`src/rtl/regfile_mp.sv`:
```
// Multi-write-port register file with optional write-to-read bypass and a
// per-register pending scoreboard for long-latency writeback hazard tracking.
module regfile_mp #(
    parameter int WIDTH     = 32,
    parameter int ADDR_BITS = 5,
    parameter int ZERO_REG  = 1,
    parameter int BYPASS    = 1
) (
    input  logic                 Clk,
    input  logic                 Reset,
    input  logic [ADDR_BITS-1:0] ReadRegister1,
    input  logic [ADDR_BITS-1:0] ReadRegister2,
    output logic [WIDTH-1:0]     ReadData1,
    output logic [WIDTH-1:0]     ReadData2,
    output logic                 ReadPending1,
    output logic                 ReadPending2,
    input  logic [ADDR_BITS-1:0] WriteRegisterA,
    input  logic [WIDTH-1:0]     WriteDataA,
    input  logic                 RegWriteA,
    input  logic [ADDR_BITS-1:0] WriteRegisterB,
    input  logic [WIDTH-1:0]     WriteDataB,
    input  logic                 RegWriteB,
    input  logic                 IssueValid,
    input  logic [ADDR_BITS-1:0] IssueRegister,
    output logic                 WriteConflict
);

    localparam int unsigned DEPTH = 1 << ADDR_BITS;

    logic [WIDTH-1:0] regs [DEPTH];
    logic [DEPTH-1:0] pending;

    logic writeA;
    logic writeB;
    logic issue;

    // Hard-zero register: drop every write and issue aimed at address 0.
    always_comb begin
        writeA = RegWriteA  && !(ZERO_REG != 0 && WriteRegisterA == '0);
        writeB = RegWriteB  && !(ZERO_REG != 0 && WriteRegisterB == '0);
        issue  = IssueValid && !(ZERO_REG != 0 && IssueRegister  == '0);
    end

    always_ff @(posedge Clk) begin
        if (Reset) begin
            for (int unsigned i = 0; i < DEPTH; i++) begin
                regs[i] <= '0;
            end
            pending       <= '0;
            WriteConflict <= 1'b0;
        end else begin
            // Port A is assigned last so it wins an address collision.
            if (writeB) regs[WriteRegisterB] <= WriteDataB;
            if (writeA) regs[WriteRegisterA] <= WriteDataA;
            // A fresh issue supersedes a completing writeback on the same register.
            if (writeB) pending[WriteRegisterB] <= 1'b0;
            if (issue)  pending[IssueRegister]  <= 1'b1;
            WriteConflict <= writeA && writeB && (WriteRegisterA == WriteRegisterB);
        end
    end

    logic bypassOn;
    assign bypassOn = (BYPASS != 0) && !Reset;

    always_comb begin
        ReadData1 = regs[ReadRegister1];
        if (bypassOn && writeA && WriteRegisterA == ReadRegister1) begin
            ReadData1 = WriteDataA;
        end else if (bypassOn && writeB && WriteRegisterB == ReadRegister1) begin
            ReadData1 = WriteDataB;
        end
        if (ZERO_REG != 0 && ReadRegister1 == '0) ReadData1 = '0;

        ReadData2 = regs[ReadRegister2];
        if (bypassOn && writeA && WriteRegisterA == ReadRegister2) begin
            ReadData2 = WriteDataA;
        end else if (bypassOn && writeB && WriteRegisterB == ReadRegister2) begin
            ReadData2 = WriteDataB;
        end
        if (ZERO_REG != 0 && ReadRegister2 == '0) ReadData2 = '0;
    end

    always_comb begin
        ReadPending1 = pending[ReadRegister1];
        if (bypassOn && writeB && WriteRegisterB == ReadRegister1 &&
            !(issue && IssueRegister == ReadRegister1)) begin
            ReadPending1 = 1'b0;
        end
        if (ZERO_REG != 0 && ReadRegister1 == '0) ReadPending1 = 1'b0;

        ReadPending2 = pending[ReadRegister2];
        if (bypassOn && writeB && WriteRegisterB == ReadRegister2 &&
            !(issue && IssueRegister == ReadRegister2)) begin
            ReadPending2 = 1'b0;
        end
        if (ZERO_REG != 0 && ReadRegister2 == '0) ReadPending2 = 1'b0;
    end

endmodule

```
`config.mk`:
```
export PLATFORM = sky130hd
export DESIGN_NAME = regfile_mp
export DESIGN_NICKNAME = d
export VERILOG_FILES = /design/src/rtl/regfile_mp.sv
export SDC_FILE = /design/constraint.sdc
export NUM_CORES = 2
export LEC_CHECK = 0
export BUFFER_PORTS_ARGS = -buffer_cell sky130_fd_sc_hd__clkbuf_2
export CAP_MARGIN = 20
export CORE_UTILIZATION = 55
export DETAILED_ROUTE_END_ITERATION = 10
export PLACE_DENSITY_LB_ADDON = 0.05
export SLEW_MARGIN = 20
export SYNTH_ARGS = -nofsm -noshare
export SYNTH_HDL_FRONTEND = slang
export SYNTH_SLANG_ARGS = --single-unit
```
`constraint.sdc`:
```
create_clock -name Clk -period 6.9 [get_ports Clk]
set_input_delay 0.69 -clock Clk [delete_from_list [all_inputs] [get_ports Clk]]
set_output_delay 0.69 -clock Clk [all_outputs]
set_load 0.01 [all_outputs]
```
==> impl_results.md <==
* Status: finished, final reports clean
* Routed wire length at 272,000 um
* Vias in the first global route at 46,200
* RR Startpoint: pending[27]$_SDFF_PP0_
* Hold_buf cts at 0
* Hold path start: RegWriteB
* Die ar. at 112,000 um^2
* Fin Hold WS at 0.347 ns
* R2R setup slack at 6.15 ns
* Number of I/O port buffers at 160
* Area growth syn-to-layout at 10.3%
* Critical path arrival at 4.62 ns
* CTS sink count at 1,057
* Minimum clock period at 5.31 ns
* Per-cell routed wire length at 49.3 um
* Post-CTS Resized at 0
* Final setup vio count at 0
* Worst EP required at 6.21 ns
* CP Class: input port to output pin
* Post-synth EDFFs at 1,024
* Crit path capture type: output pin
* Startpoint class of the critical path: input port
* Worst Hold Class: input port to flip-flop
* Final hold violations at 0
* Power Total at 16.3 mW
* Cells on Worst Hold Path at 3
* Wire length of the first global-routing pass at 369,000 um
* Total grt overflow at 0
* Post-Syn Area at 60,900 um^2
* Maximum clock path buffer count at 3
* Core box area at 109,000 um^2
* Die width at 335 um
* DPL Wire Length at 148,000 um
* 1st-pass router iterations at 7
* FF+latch count, synth at 1,057
* Max-slew headroom at 15.6%
* Slew @ Worst Pin at 1.26 ns
* Hold EP: WriteConflict$_SDFF_PP0_
* Clk Latency, worst-skew pair at 0.75 ns
* Max Fclk at 0.188 GHz
* Final slew viol count at 0
* Sequential area share after synthesis at 51.6%
* Clk slew on worst S/H paths at 0.05 ns
* DRC violations left at 0
* Antenna viol nets, final at 0
* Reg2reg end: pending[27]$_SDFF_PP0_
* Layout cells sized above 1 at 29.6%
* Ys Warns at 0
* Vias per Instance at 8.81
* Die Ht at 335 um
* Total Routing Usage GR at 48.1%
* Nets at 4,034
* Peak supply drop at 0.000206 V
* Clock skew after layout at 0 ns
* Layout Utilization at 61.4%
* Fillcell total at 8,067
* CTS H-Tree Depth at 3
* Iter 0 DRT Violations at 10,100
* Synth cell types at 58
* Top_reg_cell synth: edfxtp_1
* Initial antenna violation count at 17
* CTS Buf Count at 116
* GP Congestion at 0.947
* Area of the multi-input gates at 27,600 um^2
* Largest net degree at the start of global routing at 121
* Mapped Avg Cell Area at 14.7 um^2
* Sum Neg Setup Slack at 0 ns
* Io pins at 161
* Root Buffer: clkbuf_16
* DR vias at 48,600
* Number of cell rows at 121
* Initial Utilization at 55.7%
* Ys async rst share at 0%
* Syn Inst Count at 4,143
* Max_cap viols at 0
* RSZ-0062 raised after global routing: no
* Fin crit share at 77.0%
* Worst-case reg-to-reg path depth at 2
* Register area at 31,400 um^2
* Leak at 22.3 nW
* TritonCTS clock tree: built
* Pwr Density at 243 nW/um^2
* Setup Fix Bufs, Post-CTS at 0
* CP Max Fanout at 45
routing by layer:
metal	wire [um]	vias to the layer above	global-route usage (%)
li1	-	17200	-
met1	86400	24200	60.4
met2	112000	5802	66.0
met3	51200	1426	23.2
met4	21800	30	31.1
met5	644	-	3.39
final cells by class:
class	count	share of cell area, %
sequential	1057	46.8
multi-input combinational	2412	41.1
clock inverter	82	1.22
tap	1476	2.75
antenna	6	0.0224
inverter	10	0.0559
timing repair buffer	343	3.66
clock buffer	131	4.41
power breakdown:
part,switching [mW],internal [mW],total [mW]
Clock,2.77,3.59,6.36
Sequential,0.214,7.43,7.65
Combinational,1.44,0.867,2.31
Total,4.42,11.9,16.3
cell usage after synthesis (2+ instances only):
library cell | instances | area, um^2
mux2i_1 | 71 | 711
buf_6 | 5 | 56.3
nand2_1 | 95 | 357
o221ai_1 | 21 | 184
or3b_2 | 8 | 70.1
o22ai_1 | 128 | 801
a22o_1 | 1003 | 8780
or3_1 | 5 | 31.3
nor3_2 | 2 | 20.0
a21oi_1 | 39 | 195
nand2b_1 | 9 | 56.3
nor2b_1 | 7 | 43.8
nand3_1 | 31 | 155
xor2_1 | 12 | 105
nor4_1 | 54 | 338
and3b_1 | 2 | 17.5
clkbuf_1 | 424 | 1590
or4_1 | 4 | 30.0
nand4_1 | 51 | 319
o21ai_0 | 64 | 320
nand3b_1 | 13 | 97.6
a31oi_1 | 6 | 37.5
edfxtp_1 | 1024 | 30700
a221oi_1 | 3 | 26.3
nor2_1 | 61 | 229
buf_2 | 158 | 791
inv_1 | 8 | 30.0
buf_1 | 93 | 349
mux4_2 | 562 | 12700
and2_1 | 2 | 12.5
nor2_2 | 2 | 12.5
dfxtp_1 | 33 | 661
xnor2_1 | 23 | 201
a22oi_1 | 31 | 233
nor3_1 | 28 | 140
o211ai_1 | 25 | 188
buf_4 | 14 | 105
o21ai_1 | 2 | 10.0
worst max-delay path, cell delays in order:
cell	delay, ns
buf_4	0.29
inv_2	0.82
o311ai_2	0.31
or4_4	1.03
mux2i_1	0.26
o21ai_0	0.87
clkbuf_2	0.28
per-stage QoR:
stage               cell area [um^2]  setup slack (ns)  cells
finish                         67100              1.59   5517
global route                   67100              1.63   5515
CTS                            67100              1.81   5511
detailed placement             63300              1.82   5298
global placement               63100              1.86   5291
floorplan                      61000              2.63   4174
state kept, by name, indices dropped and copies added (netlist names):
signal         cells
WriteConflict      1
regs            1024
pending           32
cells in the final DEF (no fill, tap or decap), drive strengths merged, types with 51 or more instances in the layout:
cell type	count
nor2	63
clkbuf	285
o22ai	128
mux2i	71
clkinv	59
o21ai	66
mux4	562
nor4	55
edfxtp	1024
a22o	1003
nand4	51
nand2	96
buf	189
cell families after synthesis:
| logic type | after synthesis | share of synthesized area [%] |
|---|---|---|
| compound gates | 1327 | 17.8 |
| other cells | 1 | 0.00616 |
| mux | 633 | 22.0 |
| flops | 1057 | 51.6 |
| simple gates | 385 | 3.33 |
| buf+inv | 705 | 4.82 |
| xor+xnor | 35 | 0.504 |
how the worst max path moves through the flow:
stage                     startpoint                    end  slack [ns]  depth (start not counted)
after floorplan            RegWriteA  regs[24][0]$_DFFE_PP_        2.63                          4
after CTS                      Reset          ReadData2[25]        1.81                          7
after global placement         Reset          ReadData2[25]        1.86                          7
final                          Reset          ReadData2[25]        1.59                          7
after detailed placement       Reset          ReadData2[25]        1.82                          7
after global routing           Reset          ReadData2[25]        1.63                          7
Power figures use the tool's default switching activity.
